--- src/rtl/glitch_train_if.sv ---
// Control/status bundle between the register block and the glitch train generator.
// The master drives the programming and arm controls; the slave returns the output pin and status.
interface glitch_train_if #(
  parameter int CNT_W = 32,
  parameter int NP_W  = 8
);
  logic             armed;
  logic             use_trigger;
  logic             trigger;
  logic             inverse;
  logic             always_on;
  logic [CNT_W-1:0] holdoff;
  logic [CNT_W-1:0] pulse_width;
  logic [CNT_W-1:0] gap;
  logic [NP_W-1:0]  pulse_count;
  logic             out;
  logic             busy;
  logic             rdy;
  logic [NP_W-1:0]  pulse_idx;

  modport master (
    output armed, use_trigger, trigger, inverse, always_on,
    output holdoff, pulse_width, gap, pulse_count,
    input  out, busy, rdy, pulse_idx
  );

  modport slave (
    input  armed, use_trigger, trigger, inverse, always_on,
    input  holdoff, pulse_width, gap, pulse_count,
    output out, busy, rdy, pulse_idx
  );
endinterface

--- src/rtl/glitch_train.sv ---
// Armed/triggered pulse-train generator: holdoff, then N pulses of programmable width/gap.
// All outputs registered; trigger pin to HOLDOFF entry is 3 clk; no backpressure, armed=0 aborts.
module glitch_train #(
  parameter int CNT_W = 32,
  parameter int NP_W  = 8
) (
  input  logic          clk,
  input  logic          rst_n,
  glitch_train_if.slave bus
);

  typedef enum logic [2:0] {
    S_IDLE,
    S_WAIT_TRIG,
    S_HOLDOFF,
    S_PULSE,
    S_GAP,
    S_DONE
  } state_t;

  state_t           state_q, state_d;
  logic [CNT_W-1:0] cnt_q, cnt_d;
  logic [CNT_W-1:0] ho_q, ho_d;
  logic [CNT_W-1:0] pw_q, pw_d;
  logic [CNT_W-1:0] gap_q, gap_d;
  logic [NP_W-1:0]  np_q, np_d;
  logic [NP_W-1:0]  idx_q, idx_d;
  logic [NP_W-1:0]  idx_inc;
  logic             out_q, out_d;
  logic             busy_q, busy_d;
  logic             rdy_q, rdy_d;
  logic             trig_s1_q, trig_s2_q, trig_s3_q;
  logic             trig_edge;
  logic             start, hold_end, pulse_end;

  assign trig_edge = trig_s2_q & ~trig_s3_q;
  assign idx_inc   = idx_q + NP_W'(1);

  always_ff @(posedge clk or negedge rst_n) begin
    if (!rst_n) begin
      trig_s1_q <= 1'b0;
      trig_s2_q <= 1'b0;
      trig_s3_q <= 1'b0;
    end else begin
      trig_s1_q <= bus.trigger;
      trig_s2_q <= trig_s1_q;
      trig_s3_q <= trig_s2_q;
    end
  end

  // Zero-length holdoff and gap phases are skipped on the entering edge so the
  // pin timing stays exact; PULSE always occupies at least one cycle.
  always_comb begin
    state_d   = state_q;
    cnt_d     = cnt_q;
    ho_d      = ho_q;
    pw_d      = pw_q;
    gap_d     = gap_q;
    np_d      = np_q;
    idx_d     = idx_q;
    start     = 1'b0;
    hold_end  = 1'b0;
    pulse_end = 1'b0;

    case (state_q)
      S_IDLE: begin
        cnt_d = '0;
        idx_d = '0;
        if (bus.armed) begin
          if (bus.use_trigger) state_d = S_WAIT_TRIG;
          else                 start   = 1'b1;
        end
      end
      S_WAIT_TRIG: begin
        if (trig_edge) start = 1'b1;
      end
      S_HOLDOFF: begin
        if (cnt_q == ho_q - CNT_W'(1)) hold_end = 1'b1;
        else                           cnt_d    = cnt_q + CNT_W'(1);
      end
      S_PULSE: begin
        if (pw_q == '0 || cnt_q == pw_q - CNT_W'(1)) pulse_end = 1'b1;
        else                                         cnt_d     = cnt_q + CNT_W'(1);
      end
      S_GAP: begin
        if (cnt_q == gap_q - CNT_W'(1)) begin
          state_d = S_PULSE;
          cnt_d   = '0;
        end else begin
          cnt_d   = cnt_q + CNT_W'(1);
        end
      end
      S_DONE: ;
      default: state_d = S_IDLE;
    endcase

    if (start) begin
      ho_d  = bus.holdoff;
      pw_d  = bus.pulse_width;
      gap_d = bus.gap;
      np_d  = bus.pulse_count;
      cnt_d = '0;
      if (bus.holdoff != '0)          state_d = S_HOLDOFF;
      else if (bus.pulse_count == '0) state_d = S_DONE;
      else                            state_d = S_PULSE;
    end

    if (hold_end) begin
      cnt_d   = '0;
      state_d = (np_q == '0) ? S_DONE : S_PULSE;
    end

    if (pulse_end) begin
      cnt_d = '0;
      idx_d = idx_inc;
      if (idx_inc == np_q)  state_d = S_DONE;
      else if (gap_q == '0) state_d = S_PULSE;
      else                  state_d = S_GAP;
    end

    if (!bus.armed) begin
      state_d = S_IDLE;
      cnt_d   = '0;
      idx_d   = '0;
    end

    busy_d = (state_d == S_HOLDOFF) || (state_d == S_PULSE) || (state_d == S_GAP);
    rdy_d  = (state_d == S_DONE);
    if (state_d == S_IDLE)                     out_d = bus.always_on ? ~bus.inverse : bus.inverse;
    else if (state_d == S_PULSE && pw_d != '0) out_d = bus.inverse;
    else                                       out_d = ~bus.inverse;
  end

  always_ff @(posedge clk or negedge rst_n) begin
    if (!rst_n) begin
      state_q <= S_IDLE;
      cnt_q   <= '0;
      ho_q    <= '0;
      pw_q    <= '0;
      gap_q   <= '0;
      np_q    <= '0;
      idx_q   <= '0;
      out_q   <= 1'b0;
      busy_q  <= 1'b0;
      rdy_q   <= 1'b0;
    end else begin
      state_q <= state_d;
      cnt_q   <= cnt_d;
      ho_q    <= ho_d;
      pw_q    <= pw_d;
      gap_q   <= gap_d;
      np_q    <= np_d;
      idx_q   <= idx_d;
      out_q   <= out_d;
      busy_q  <= busy_d;
      rdy_q   <= rdy_d;
    end
  end

  assign bus.out       = out_q;
  assign bus.busy      = busy_q;
  assign bus.rdy       = rdy_q;
  assign bus.pulse_idx = idx_q;

endmodule

--- src/flat_wrapper.sv ---
// flat-port wrapper written by rule: the top's interface ports become plain ports
module glitch_train_flat 
#(
  parameter int CNT_W = 32,
  parameter int NP_W  = 8
)
  (clk, rst_n, bus_armed, bus_use_trigger, bus_trigger, bus_inverse, bus_always_on, bus_holdoff, bus_pulse_width, bus_gap, bus_pulse_count, bus_out, bus_busy, bus_rdy, bus_pulse_idx);
  glitch_train_if #(.CNT_W(CNT_W), .NP_W(NP_W)) bus_i ();
  input  logic clk;
  input  logic rst_n;
  input wire logic [$bits(bus_i.armed)-1:0] bus_armed;
  input wire logic [$bits(bus_i.use_trigger)-1:0] bus_use_trigger;
  input wire logic [$bits(bus_i.trigger)-1:0] bus_trigger;
  input wire logic [$bits(bus_i.inverse)-1:0] bus_inverse;
  input wire logic [$bits(bus_i.always_on)-1:0] bus_always_on;
  input wire logic [$bits(bus_i.holdoff)-1:0] bus_holdoff;
  input wire logic [$bits(bus_i.pulse_width)-1:0] bus_pulse_width;
  input wire logic [$bits(bus_i.gap)-1:0] bus_gap;
  input wire logic [$bits(bus_i.pulse_count)-1:0] bus_pulse_count;
  output wire logic [$bits(bus_i.out)-1:0] bus_out;
  output wire logic [$bits(bus_i.busy)-1:0] bus_busy;
  output wire logic [$bits(bus_i.rdy)-1:0] bus_rdy;
  output wire logic [$bits(bus_i.pulse_idx)-1:0] bus_pulse_idx;
  assign bus_i.armed = bus_armed;
  assign bus_i.use_trigger = bus_use_trigger;
  assign bus_i.trigger = bus_trigger;
  assign bus_i.inverse = bus_inverse;
  assign bus_i.always_on = bus_always_on;
  assign bus_i.holdoff = bus_holdoff;
  assign bus_i.pulse_width = bus_pulse_width;
  assign bus_i.gap = bus_gap;
  assign bus_i.pulse_count = bus_pulse_count;
  assign bus_out = bus_i.out;
  assign bus_busy = bus_i.busy;
  assign bus_rdy = bus_i.rdy;
  assign bus_pulse_idx = bus_i.pulse_idx;
  glitch_train #(.CNT_W(CNT_W), .NP_W(NP_W)) u_core (.clk(clk), .rst_n(rst_n), .bus(bus_i));
endmodule
--- config.mk ---
export PLATFORM = sky130hd
export DESIGN_NAME = glitch_train_flat
export DESIGN_NICKNAME = d
export VERILOG_FILES = /design/src/rtl/glitch_train_if.sv /design/src/rtl/glitch_train.sv /design/src/flat_wrapper.sv
export SDC_FILE = /design/constraint.sdc
export NUM_CORES = 1
export LEC_CHECK = 0
export CORE_ASPECT_RATIO = 1.4
export CORE_MARGIN = 4
export CORE_UTILIZATION = 45
export CTS_CLUSTER_DIAMETER = 120
export DETAILED_ROUTE_END_ITERATION = 16
export GPL_ROUTABILITY_DRIVEN = 0
export MAX_ROUTING_LAYER = met4
export PLACE_DENSITY = 0.66
export SYNTH_ARGS = -nofsm -noshare
export SYNTH_HDL_FRONTEND = slang
export SYNTH_SLANG_ARGS = --single-unit
--- constraint.sdc ---
create_clock -name clk -period 12 [get_ports clk]
set_input_delay 1.8 -clock clk [delete_from_list [all_inputs] [get_ports clk]]
set_output_delay 1.8 -clock clk [all_outputs]
set_load 0.02 [all_outputs]
=== Word-level counts from Yosys, hierarchy flattened ===
Index checks and enable logic that the tools add are counted.

* Bits in registers: 153
* Latch bits: 0
* Memory bits (writable): 0
* Bits in read-only memories: 0
* Input port bits: 111
* Word-level logic and storage cells: 87
* Memories: 0

* Add/sub/neg operators: 5
* $mul: 0
* Divide/modulo/power cells: 0
* Magnitude comparators: 0
* Equal/unequal tests: 17
* Shift operators: 0
* Mux-type cells: 35
* Bitwise gates (word level): 3
* Reductions and logical operators: 14

{| class="wikitable"
|+ Operator list
! kind !! number
|-
| 2-to-1 mux 32 bit || 8
|-
| case mux 32 bit (4 select lines) || 1
|-
| == test 32 bit || 3
|-
| subtractor 32 x 1 -> 32 bit, second input constant || 3
|-
| logical NOT 32 bit || 2
|-
| nonzero test 32 bit || 2
|-
| 2-to-1 mux 3 bit || 11
|-
| adder 32 x 1 -> 32 bit, second input constant || 1
|-
| 2-to-1 mux 8 bit || 3
|-
| logical NOT 8 bit || 2
|-
| == test 3 x 2 -> 1 bit, second input constant || 4
|-
| == test 3 bit, second input constant || 4
|-
| != test 6 x 3 -> 1 bit, second input constant || 2
|-
| 2-to-1 mux 1 bit || 10
|-
| case mux 3 bit (3 select lines) || 1
|-
| adder 8 x 1 -> 8 bit, second input constant || 1
|-
| == test 8 bit || 1
|-
| != test 8 x 1 -> 1 bit, second input constant || 1
|-
| logical NOT 3 bit || 2
|-
| OR reduction 4 bit || 1
|-
| == test 3 x 1 -> 1 bit, second input constant || 1
|-
| logical OR 1 bit || 3
|-
| != test 3 x 1 -> 1 bit, second input constant || 1
|-
| AND reduction 3 bit || 1
|-
| 4 further kinds || 5
|}

=== Logic depth before layout (Yosys ltp) ===
Gate-level depths: netlist of the first run.

* Depth in word-level cells: 12
* Mapped depth: 17
* Depth with buffers taken out: 14

=== Worst setup path before layout of the first run ===
OpenSTA, ideal clock, no wires.

* Path kind: flip-flop to flip-flop
* From: register u_core.gap_q[3]
* To: register u_core.out_q, in the netlist u_core.bus.out
* Arrival time: 4.303 ns
* Data required time: 11.920 ns
* Path slack: 7.617 ns
* Cell stages (with the launch flop): 14
* Period minus slack after synthesis: 4.383 ns
* Cells stage by stage: dfrtp_1 > buf_6 > or4_4 > or4_1 > nor4_1 > xnor2_1 > nand3_1 > or4_1 > or4_4 > o22ai_2 > or4b_4 > or3b_1 > a21oi_2 > xnor2_1

* Cells in the longest elaborated chain, start to end: 12
* Elaborated cells between the ends (all ways): 16
* Classes of those cells: 1 x add/sub; 2 x eq/ne; 10 x mux; 3 x reduce/logical

{| class="wikitable"
|+ RTL lines
! item !! RTL line !! RTL
|-
| from (decl) || glitch_train.sv:25 || <nowiki>logic [CNT_W-1:0] gap_q, gap_d;</nowiki>
|-
| from (signal assigned) || glitch_train.sv:151 || <nowiki>gap_q <= gap_d;</nowiki>
|-
| subtractor 32 x 1 -> 32 bit || glitch_train.sv:86 || <nowiki>if (cnt_q == gap_q - CNT_W'(1)) begin</nowiki>
|-
| == test 32 bit || glitch_train.sv:86 ||
|-
| 2-to-1 mux 3 bit || glitch_train.sv:86 ||
|-
| case mux 3 bit (3 select lines) || glitch_train.sv:65 || <nowiki>case (state_q)</nowiki>
|-
| 2-to-1 mux 3 bit || glitch_train.sv:97 || <nowiki>if (start) begin</nowiki>
|-
| 2-to-1 mux 3 bit || glitch_train.sv:108 || <nowiki>if (hold_end) begin</nowiki>
|-
| 2-to-1 mux 3 bit * || glitch_train.sv:113 || <nowiki>if (pulse_end) begin</nowiki>
|-
| 2-to-1 mux 3 bit * || glitch_train.sv:121 || <nowiki>if (!bus.armed) begin</nowiki>
|-
| == test 3 x 2 -> 1 bit || glitch_train.sv:130 || <nowiki>else if (state_d == S_PULSE && pw_d != '0) out_d = bus.inverse;</nowiki>
|-
| logical AND 1 bit || glitch_train.sv:130 ||
|-
| 2-to-1 mux 1 bit || glitch_train.sv:130 ||
|-
| 2-to-1 mux 1 bit * || glitch_train.sv:129 || <nowiki>if (state_d == S_IDLE) out_d = bus.always_on ? ~bus.inverse : bus.inverse;</nowiki>
|-
| via u_core.out_d || glitch_train.sv:29 || <nowiki>logic out_q, out_d;</nowiki>
|-
| to (signal assigned) || glitch_train.sv:154 || <nowiki>out_q <= out_d;</nowiki>
|-
| to (decl) || glitch_train.sv:29 ||
|}

Mark *: on every way through the listed nets, which the timed path passes. The rest lies on a longest branch.
A chain may end at the register's enable or synchronous reset.

=== Final worst setup path of the first run ===
* From: input port bus_armed
* To: register u_core.out_q, in the netlist u_core.bus.out

* Elaborated cells between the ends (all ways): 13
* Classes of those cells: 1 x eq/ne; 9 x mux; 3 x reduce/logical

{| class="wikitable"
|+ RTL lines
! item !! RTL line !! RTL
|-
| from (decl) || flat_wrapper.sv:11 || <nowiki>input wire logic [$bits(bus_i.armed)-1:0] bus_armed;</nowiki>
|-
| 2-to-1 mux 1 bit || glitch_train.sv:69 || <nowiki>if (bus.armed) begin</nowiki>
|-
| case mux 1 bit (2 select lines) || glitch_train.sv:65 ||
|-
| 2-to-1 mux 32 bit || glitch_train.sv:97 ||
|-
| via u_core.pw_d[15] || glitch_train.sv:24 || <nowiki>logic [CNT_W-1:0] pw_q, pw_d;</nowiki>
|-
| nonzero test 32 bit || glitch_train.sv:130 ||
|-
| logical AND 1 bit || glitch_train.sv:130 ||
|-
| 2-to-1 mux 1 bit || glitch_train.sv:130 ||
|-
| 2-to-1 mux 1 bit || glitch_train.sv:129 ||
|-
| via u_core.out_d || glitch_train.sv:29 ||
|}

The timed path passes the listed nets, and every way through them passes these cells.

==> flow_summary.toml, run 1 <==
[clocking]
clkSlewWorstSetupHoldPaths_ps = 70
clockBufferDepth = 2
cts.sinks = 153
cts-root-buf = "clkbuf_16"
post_cts_buffers = 0
cts-hold-fix-buffers = 0
cts_tree = "yes"
clkLatencyLatePin_ps = 430
cts_buffers = 17
h-tree-depth = 4
cts_resized = 0

[pwr]
p_sw_share_pct = 32.2
power_density_mw_per_mm2 = 154
vdd_drop_max_v = 0.000107
leakage_uw = 0.00460
clkPwrFrac_pct = 33.0
power.total_uw = 1900
switchingPower_uw = 612
p_int_uw = 1290
p_seq_share_pct = 41.0
pwr-share-comb_pct = 25.9

[detailed_routing]
vias = 8782
wirelength_um = 28900
drc = 0
drt_iter0_drc = 718
postRouteAntennaNets = 0
post_drt_wl_per_cell_um = 19.6
vias_per_cell = 5.94
dr.pass1.iters = 5

[critical_path]
required_ps = 12310
crit_path_end_kind = "register"
cpPeakStageDelay_ps = 690
cpMaxStageDelayCell = "buf_4"
crit_path_start_kind = "primary input"
critPathBufInv = 2
cp_max_fo = 58
crit_arrival_ps = 5640
cp_top_family = "simple AND/OR/NAND/NOR gates"
crit_chain = "clkdlybuf4s50_1 > a22oi_1 > or3_4 > buf_4 > mux2_2 > nor4_1 > nand4_1 > nor2_1 > or3b_1 > a21oi_2 > xnor2_1"
crit_type = "primary input to register"

[yosys]
avgSynthCellArea_um2 = 9.47
synthesis.area_mm2 = 0.0103
seq_area_frac_synth_pct = 37.1
ys_warn_count = 0
syn_nets = 1206
netlist_instances = 1090
synth_top_flop_cell = "dfrtp_1"
synth_edf_count = 0
async_flop_share_pct = 100
ys_types = 80
yosys_register_bits = 153

[floorplanning]
io_pins = 122
chipWidth_um = 136
core_area_mm2 = 0.0225
dieArea_mm2 = 0.0255
num_rows = 65
start_util_pct = 45.8
dieHeight_um = 187

[layout]
seq_area_mm2 = 0.00383
final_layout_size_suffix_gt1_share_pct = 15.2
mostFrequentLayoutCells = "153 x dfrtp_1, 120 x clkdlybuf4s50_1, 106 x mux2_2, 99 x xnor2_1, 67 x o21ai_0"
fin_nets = 1280
final_common_cell = "dfrtp_1"
syn_to_final_growth_pct = 19.7
antenna_cells = 0
fillerInstances = 2062
post-route-util_pct = 54.8
multi_input_area_mm2 = 0.00612

[grt]
gr-usage-met1_pct = 29.1
grt_pass1_vias = 8507
busiest_layer = "met2"
met2_usage_pct = 38.9
grt_usage_pct = 23.3
grt_pass1_wl_um = 45600
use_met3_pct = 3.12
grt_overflow = 0
grt_max_degree = 94
antenna_found_initial = 0

[sta]
finalCritPeriodShare_pct = 44.4
hold_violations = 0
worst_hold_slack_ps = 351
clock_skew_ps = 13.4
fmax_mhz = 188
finalSetupTns_ps = 0
rsz0062_at_grt = "false"
slew_viol_final = 0
fin_crit_ps = 5330
tightest_slew_ps = 1130
setup_violations = 0
maxSlewHeadroom_pct = 24.4

[status]
outcome = "complete, no violations"

[hold_path]
hp-class = "register to register"

[place]
hpwl_um = 20800
numPortBuffers = 121

[run]
drv_cap = 0
==> layout make-up <==
type / instances / area share, %
multi-input cells: 844 / 49.6
clock buffers: 23 / 4.11
flip-flops and latches: 153 / 31.0
inverters: 22 / 0.669
repair buffers: 126 / 10.1
clock inverters: 9 / 1.48
well taps: 301 / 3.05
==> power by group through the flow <==
stage	Combinational [µW]	Clock (µW)	Sequential (µW)
4_1_cts	494	636	777
5_1_grt	543	659	796
6_report	492	628	780
3_3_place_gp	481	0	783
2_1_floorplan	401	0	717
3_5_place_dp	489	0	786
==> path summary, 6_finish.rpt <==
check,end,slack (ps),depth (start not counted),startpoint
setup / recovery,u_core.bus.out$_DFF_PN0_,6670,11,bus_armed
hold / removal,u_core.trig_s2_q$_DFF_PN0_,350,0,u_core.trig_s1_q$_DFF_PN0_
setup reg to reg,u_core.cnt_q[21]$_DFFE_PN0P_,6820,15,u_core.gap_q[0]$_DFFE_PN0P_
hold reg to reg,u_core.trig_s2_q$_DFF_PN0_,350,0,u_core.trig_s1_q$_DFF_PN0_
max in group asynchronous,u_core.gap_q[31]$_DFFE_PN0P_,9250,2,rst_n
min in group asynchronous,u_core.ho_q[2]$_DFFE_PN0P_,1460,1,rst_n
==> worst register-to-register path, cell delays in order, from the launching register on <==
cell	delay [ps]
dfrtp_1	490
inv_1	100
ha_1	230
or3b_2	500
nor2_1	330
nand3_1	290
xnor2_1	220
nor4_1	470
nand4b_2	170
or4_4	570
a31o_2	370
nand3_1	590
buf_4	390
nor2_1	80
o21ai_0	160
o21ai_0	100
==> synthesized netlist by cell type (4+ instances only) <==
| master | number | area, µm² |
|---|---|---|
| a21oi_1 | 12 | 60.1 |
| clkbuf_1 | 60 | 225 |
| o211ai_1 | 8 | 60.1 |
| nand2b_1 | 8 | 50.1 |
| or4_1 | 10 | 75.1 |
| o31ai_1 | 11 | 82.6 |
| nor2b_1 | 16 | 100 |
| nand3b_1 | 6 | 45.0 |
| and4_1 | 4 | 35.0 |
| nand2_1 | 49 | 184 |
| o41ai_1 | 6 | 52.6 |
| nand3_1 | 46 | 230 |
| nor3_1 | 37 | 185 |
| or3_1 | 15 | 93.8 |
| ha_1 | 5 | 62.6 |
| a31oi_1 | 10 | 62.6 |
| and3_1 | 23 | 144 |
| mux2_2 | 106 | 1190 |
| a211oi_1 | 6 | 45.0 |
| dfrtp_1 | 153 | 3830 |
| xnor2_1 | 99 | 867 |
| or4_4 | 4 | 45.0 |
| o2111ai_1 | 4 | 35.0 |
| nand4_1 | 36 | 225 |
| buf_2 | 4 | 20.0 |
| o311ai_0 | 4 | 35.0 |
| nor4_1 | 52 | 325 |
| and2_1 | 4 | 25.0 |
| nor2_1 | 66 | 248 |
| xor2_1 | 52 | 455 |
| mux2i_1 | 8 | 80.1 |
| inv_1 | 21 | 78.8 |
| o21ai_0 | 67 | 335 |
| or3_2 | 5 | 37.5 |
==> registers in the layout (all words and copies together) (netlist names) <==
signal	cells
u_core.bus.out	1
u_core.bus.pulse_idx	8
u_core.np_q	8
u_core.gap_q	32
u_core.ho_q	32
u_core.trig_s3_q	1
u_core.bus.rdy	1
u_core.pw_q	32
u_core.trig_s2_q	1
u_core.cnt_q	32
u_core.state_q	3
u_core.trig_s1_q	1
u_core.bus.busy	1
==> through the flow <==
step | area [µm²] | cells | setup slack [ps]
6_report | 12300 | 1478 | 6670
5_1_grt | 12300 | 1478 | 6400
4_1_cts | 12300 | 1478 | 6650
3_5_place_dp | 11700 | 1446 | 6210
3_3_place_gp | 11700 | 1446 | 6240
2_1_floorplan | 10300 | 1090 | 7620
==> per-layer routing <==
layer  vias up  routed length (µm)  part of all wire [%]
met3        57                1410                   4.9
met2       280               14400                    50
li1       4157                   -                     -
met1      4288               12100                    42
met5         -                   0                     0
met4         0                 954                   3.3
==> cells by family (layout without fill, tap and decap cells) <==
family	after synthesis	in the layout	synth area share, %
AO/OA/AOI/OAI	162	162	10.3
buffers and inverters	93	180	3.75
XOR/XNOR	151	151	12.8
AND/OR/NAND/NOR	411	411	23.0
adder cells (fa/ha/maj)	5	5	0.606
multiplexers	115	115	12.5
flip-flops	153	153	37.1
No activity file was read; power rests on OpenSTA's default activity.
==> run 2, diff against run 1 <==
Settings changed: PLACE_DENSITY 0.66 to 0.69.
Clock period 12 ns to 4.7 ns, I/O delays scaled along.
==> run 2 against run 1 <==
- clock skew fell by 5.2 ps
- first-iteration DRC count is 1.7% higher
- sequential share of layout area is 0.41 points lower
- largest power group unchanged
- critical endpoint unchanged
- clock power increased by 140%
- via count rose by 2.4%
- global-route usage is 1.1 points higher
- power grew to 2.5 times the previous value
==> flow_summary.toml, run 2 (synthesized netlist as in run 1, its figures left out) <==
[status]
outcome = "complete, no violations"

[sta]
hold_violations = 0
fin_crit_ps = 4570
slew_viol_final = 0
fmax_mhz = 219
tightest_slew_ps = 1090
setup_ws_ps = 128
finalCritPeriodShare_pct = 97.3
clock_skew_ps = 8.21
setup_violations = 0
maxSlewHeadroom_pct = 27.3

[critical_path]
cpPeakStageDelay_ps = 600
crit_arrival_ps = 4930
crit_chain = "or4_4 > or4_1 > nor4_1 > xnor2_1 > nand3_1 > or4_1 > or4_4 > o22ai_2 > or4b_4 > or3b_1 > a21oi_2 > xnor2_1"
required_ps = 5060
r2r_slack_ps = 130
cp_max_fo = 5
crit_path_end_kind = "register"
cpMaxStageDelayCell = "or4_4"
crit_type = "register to register"
crit_path_start_kind = "register"

[place]
numPortBuffers = 121
pre_cts_ws_ps = 191
dpl_cell_area_mm2 = 0.0119
hpwl_um = 21800

[layout]
final_common_cell = "dfrtp_1"
mostFrequentLayoutCells = "153 x dfrtp_1, 120 x clkdlybuf4s50_1, 106 x mux2_2, 99 x xnor2_1, 67 x o21ai_0"
final_cell_area_mm2 = 0.0125
final_layout_size_suffix_gt1_share_pct = 17.0
fin_nets = 1306
syn_to_final_growth_pct = 21.3
fillerInstances = 1999

[pwr]
power.total_uw = 4830
power_density_mw_per_mm2 = 386
leakage_uw = 0.00470
vdd_drop_max_v = 0.000287

[clocking]
cts.sinks = 153
cts_tree = "yes"
cts_buffers = 17
h-tree-depth = 4
clkSlewWorstSetupHoldPaths_ps = 70
cts-root-buf = "clkbuf_16"
clockBufferDepth = 2
clkLatencyLatePin_ps = 440
cts-hold-fix-buffers = 0

[detailed_routing]
drc = 0
wirelength_um = 30000
vias_per_cell = 5.98
drt_iter0_drc = 730
vias = 8990
dr.pass1.iters = 5
postRouteAntennaNets = 0
post_drt_wl_per_cell_um = 20.0

[floorplanning]
chipWidth_um = 136
num_rows = 65
start_util_pct = 45.8
core_area_mm2 = 0.0225
dieArea_mm2 = 0.0255
io_pins = 122
dieHeight_um = 187

[grt]
grt_pass1_vias = 8996
grt_overflow = 0
grt_max_degree = 92
antenna_found_initial = 1
grt_usage_pct = 24.4
grt_pass1_wl_um = 47500

[hold_path]
hp-class = "register to register"

[run]
drv_cap = 0
## run 2: changes by cell type in the layout (fill, tap and decap cells not counted), sizes merged
cell	delta
inv	+1
buf	+26
clkbuf	-4
diode	+1
clkinvlp	+1
## run 2: repair_timing
item,CTS,global route
buffers inserted,0,0
resized for setup,0,2
setup endpoints to repair,0,1
## run 2: path summary, 6_finish.rpt
check,start,to,cells past startpoint
worst max-delay path,u_core.gap_q[3]$_DFFE_PN0P_,u_core.bus.out$_DFF_PN0_,12
worst min-delay path,u_core.trig_s1_q$_DFF_PN0_,u_core.trig_s2_q$_DFF_PN0_,0
worst max register to register,u_core.gap_q[3]$_DFFE_PN0P_,u_core.bus.out$_DFF_PN0_,12
worst min register to register,u_core.trig_s1_q$_DFF_PN0_,u_core.trig_s2_q$_DFF_PN0_,0
max in group asynchronous,rst_n,u_core.cnt_q[28]$_DFFE_PN0P_,2
min in group asynchronous,rst_n,u_core.ho_q[16]$_DFFE_PN0P_,1
## run 2: area by class of cell
| cell class | instances | area [µm²] | area share (%) |
|---|---|---|---|
| antenna | 1 | 2.50 | 0.0200 |
| clock buffer | 19 | 443 | 3.54 |
| clock inverter | 11 | 195 | 1.56 |
| inverter | 22 | 82.6 | 0.660 |
| multi-input combinational | 844 | 6130 | 49.0 |
| sequential | 153 | 3830 | 30.6 |
| tap | 301 | 377 | 3.01 |
| timing repair buffer | 152 | 1460 | 11.6 |
## run 2: where the power goes
group / total (µW) / switching (µW) / internal [µW] / leakage, µW
clock: 1530 / 574 / 953 / 0.000302
combinational: 1330 / 610 / 723 / 0.00251
sequential: 1980 / 407 / 1570 / 0.00189
## run 2: per-stage QoR
stage | std cells | TNS (ps) | util (%) | hold WS [ps]
after floorplan | 1090 | 0 | - | 331
after global placement | 1472 | 0 | 52.7 | 334
after detailed placement | 1472 | 0 | 52.7 | 335
after CTS | 1502 | 0 | 55.5 | 350
after global routing | 1503 | -4.31 | 55.6 | 358
final | 1503 | 0 | 55.6 | 349
## run 2: critical path, delay by kind of cell, from the launching register on
kind | cells | cell delay, ps
xor+xnor | 2 | 290
compound gates | 2 | 300
flops | 1 | 380
simple gates | 8 | 3530
## run 2: per-layer routing
metal | vias up | share of wire [%] | wire length [µm] | track usage [%]
li1 | 4210 | - | - | -
met1 | 4407 | 40 | 11900 | 28.6
met2 | 288 | 50 | 15100 | 40.6
met3 | 85 | 5.5 | 1650 | 3.85
met4 | 0 | 4.6 | 1390 | 11.8
met5 | - | 0 | 0 | -
==> run 3, diff against run 2 <==
--- a/config.mk
+++ b/config.mk
@@ -6,4 +6,5 @@
 export NUM_CORES = 1
 export LEC_CHECK = 0
+export CAP_MARGIN = 15
 export CORE_ASPECT_RATIO = 1.4
 export CORE_MARGIN = 4
==> constraint.sdc (replaced) <==
create_clock -name clk -period 4.7 [get_ports clk]
set_input_delay 0.94 -clock clk [delete_from_list [all_inputs] [get_ports clk]]
set_output_delay 0.94 -clock clk [all_outputs]
set_load 0.02 [all_outputs]
==> run 3 against run 2 <==
- worst setup slack gained 76 ps
- utilization is 0.18 points lower
- sequential power about the same
- clock skew up 3.3 ps
- count of clock-buffer cells in the layout unchanged
- register-to-register slack better by 80 ps
- cell count hardly changed
- via count grew 0.17%
- worst hold slack better by 2.0 ps
- die area unchanged
- first-iteration DRC count is 3.4% higher
==> flow_summary.toml, run 3 (synthesized netlist as in run 1, its figures left out) <==
[critical_path]
r2r_end = "u_core.bus.out$_DFF_PN0_"
r2r_slack_ps = 200
required_ps = 5070
cp_max_fo = 5
crit_type = "register to register"
r2r_start = "u_core.gap_q[3]$_DFFE_PN0P_"
ff2ff_path_depth = 12
crit_arrival_ps = 4870
crit_start = "u_core.gap_q[3]$_DFFE_PN0P_"
crit_path_start_kind = "register"
critPathCapture = "u_core.bus.out$_DFF_PN0_"
crit_path_end_kind = "register"

[grt]
busiest_layer = "met2"
grt_pass1_vias = 8941
grt_max_degree = 80
grt_overflow = 0
antenna_found_initial = 0
gr-usage-met1_pct = 28.1
grt_pass1_wl_um = 46900
grt_usage_pct = 24.1
met2_usage_pct = 39.8
use_met3_pct = 3.82

[place]
numPortBuffers = 121
hpwl_um = 21800
pre_cts_ws_ps = 171

[sta]
rsz0062_at_grt = "false"
tightest_slew_ps = 1090
finalSetupTns_ps = 0
maxSlewHeadroom_pct = 27.3
slew_viol_final = 0
setup_violations = 0
fin_crit_ps = 4500
fmax_mhz = 222
clock_skew_ps = 11.5
hold_violations = 0
setup_ws_ps = 204
finalCritPeriodShare_pct = 95.7

[hold_path]
hp-class = "register to register"

[clocking]
h-tree-depth = 4
cts-root-buf = "clkbuf_16"
cts.sinks = 153
cts_tree = "yes"
clkLatencyLatePin_ps = 440
cts_buffers = 17
clkSlewWorstSetupHoldPaths_ps = 70
clockBufferDepth = 2
cts-hold-fix-buffers = 0

[run]
drv_cap = 0

[layout]
syn_to_final_growth_pct = 20.9
mostFrequentLayoutCells = "153 x dfrtp_1, 120 x clkdlybuf4s50_1, 106 x mux2_2, 99 x xnor2_1, 67 x o21ai_0"
final_layout_size_suffix_gt1_share_pct = 17.3
antenna_cells = 0
final_common_cell = "dfrtp_1"
fin_nets = 1306
post-route-util_pct = 55.4

[pwr]
clkPwrFrac_pct = 30.2
p_sw_share_pct = 34.3
leakage_uw = 0.00469
vdd_drop_max_v = 0.000276
pwr-share-comb_pct = 28.1
p_int_uw = 3110
switchingPower_uw = 1620
p_seq_share_pct = 41.8
power_density_mw_per_mm2 = 380

[detailed_routing]
postRouteAntennaNets = 0
post_drt_wl_per_cell_um = 19.8
vias_per_cell = 5.99
drc = 0
vias = 9005
wirelength_um = 29700
drt_iter0_drc = 755
dr.pass1.iters = 5

[floorplanning]
start_util_pct = 45.8
io_pins = 122
dieHeight_um = 187
num_rows = 65
chipWidth_um = 136
core_area_mm2 = 0.0225
dieArea_mm2 = 0.0255

[status]
outcome = "complete, no violations"
[run 3: cell count changes in the layout (fill, tap and decap cells not counted)]
cell and change:
inv_6 +4, clkbuf_1 -1, clkbuf_8 +1, diode_2 -1
buf_4 +1, clkinvlp_4 -2, clkinv_2 -1, or4_4 +1
buf_12 -1, bufinv_16 -3, or4_1 -1, clkinv_4 +4
[run 3: worst min-delay path by stage]
stage,from,endpoint,slack [ps],depth (start not counted)
floorplan,u_core.trig_s1_q$_DFF_PN0_,u_core.trig_s2_q$_DFF_PN0_,330,0
detailed placement,u_core.trig_s1_q$_DFF_PN0_,u_core.trig_s2_q$_DFF_PN0_,340,0
finish,u_core.trig_s1_q$_DFF_PN0_,u_core.trig_s2_q$_DFF_PN0_,350,0
CTS,u_core.trig_s1_q$_DFF_PN0_,u_core.trig_s2_q$_DFF_PN0_,350,0
global route,u_core.trig_s1_q$_DFF_PN0_,u_core.trig_s2_q$_DFF_PN0_,370,0
global placement,u_core.trig_s1_q$_DFF_PN0_,u_core.trig_s2_q$_DFF_PN0_,340,0
[run 3: power by group through the flow]
| stage | Sequential (µW) | Clock, µW | Combinational, µW |
|---|---|---|---|
| floorplan | 1830 | 0 | 1020 |
| global placement | 1980 | 0 | 1300 |
| detailed placement | 1990 | 0 | 1320 |
| CTS | 1970 | 1450 | 1330 |
| global route | 2020 | 1500 | 1470 |
| finish | 1980 | 1430 | 1330 |
[run 3: critical path, cell delays in order (launching register included)]
cell     delay (ps)
dfrtp_1         380
or4_4           600
or4_4           540
nor4_1          350
xnor2_1         160
nand3_1         100
or4_1           500
or4_4           480
o22ai_2         150
or4b_4          500
or3b_1          390
a21oi_2         150
xnor2_1         130
[run 3: what timing repair did]
| item | CTS | global route |
|---|---|---|
| setup endpoints to repair | 0 | 1 |
| buffers inserted | 0 | 0 |
| resized for setup | 0 | 3 |
[run 3: area by class of cell]
cell class                      instances  area [µm²]
Clock buffer                           19         453
Clock inverter                         13         155
Fill cell                            2024       10100
Inverter                               22        82.6
Multi-Input combinational cell        844        6130
Sequential cell                       153        3830
Tap cell                              301         377
Timing Repair Buffer                  152        1450
[run 3: through the flow]
step	total power, µW	area (µm²)	cells	hold WS (ps)
5_1_grt	4990	12500	1504	375
3_3_place_gp	3280	11900	1472	335
2_1_floorplan	2850	10300	1090	331
6_report	4740	12500	1504	351
3_5_place_dp	3310	11900	1472	337
4_1_cts	4750	12500	1504	353
[run 3: routing by layer]
metal	vias to the layer above	share of wire, %
met5	-	0
met4	0	5.1
li1	4220	-
met2	311	49
met3	94	5.2
met1	4380	40
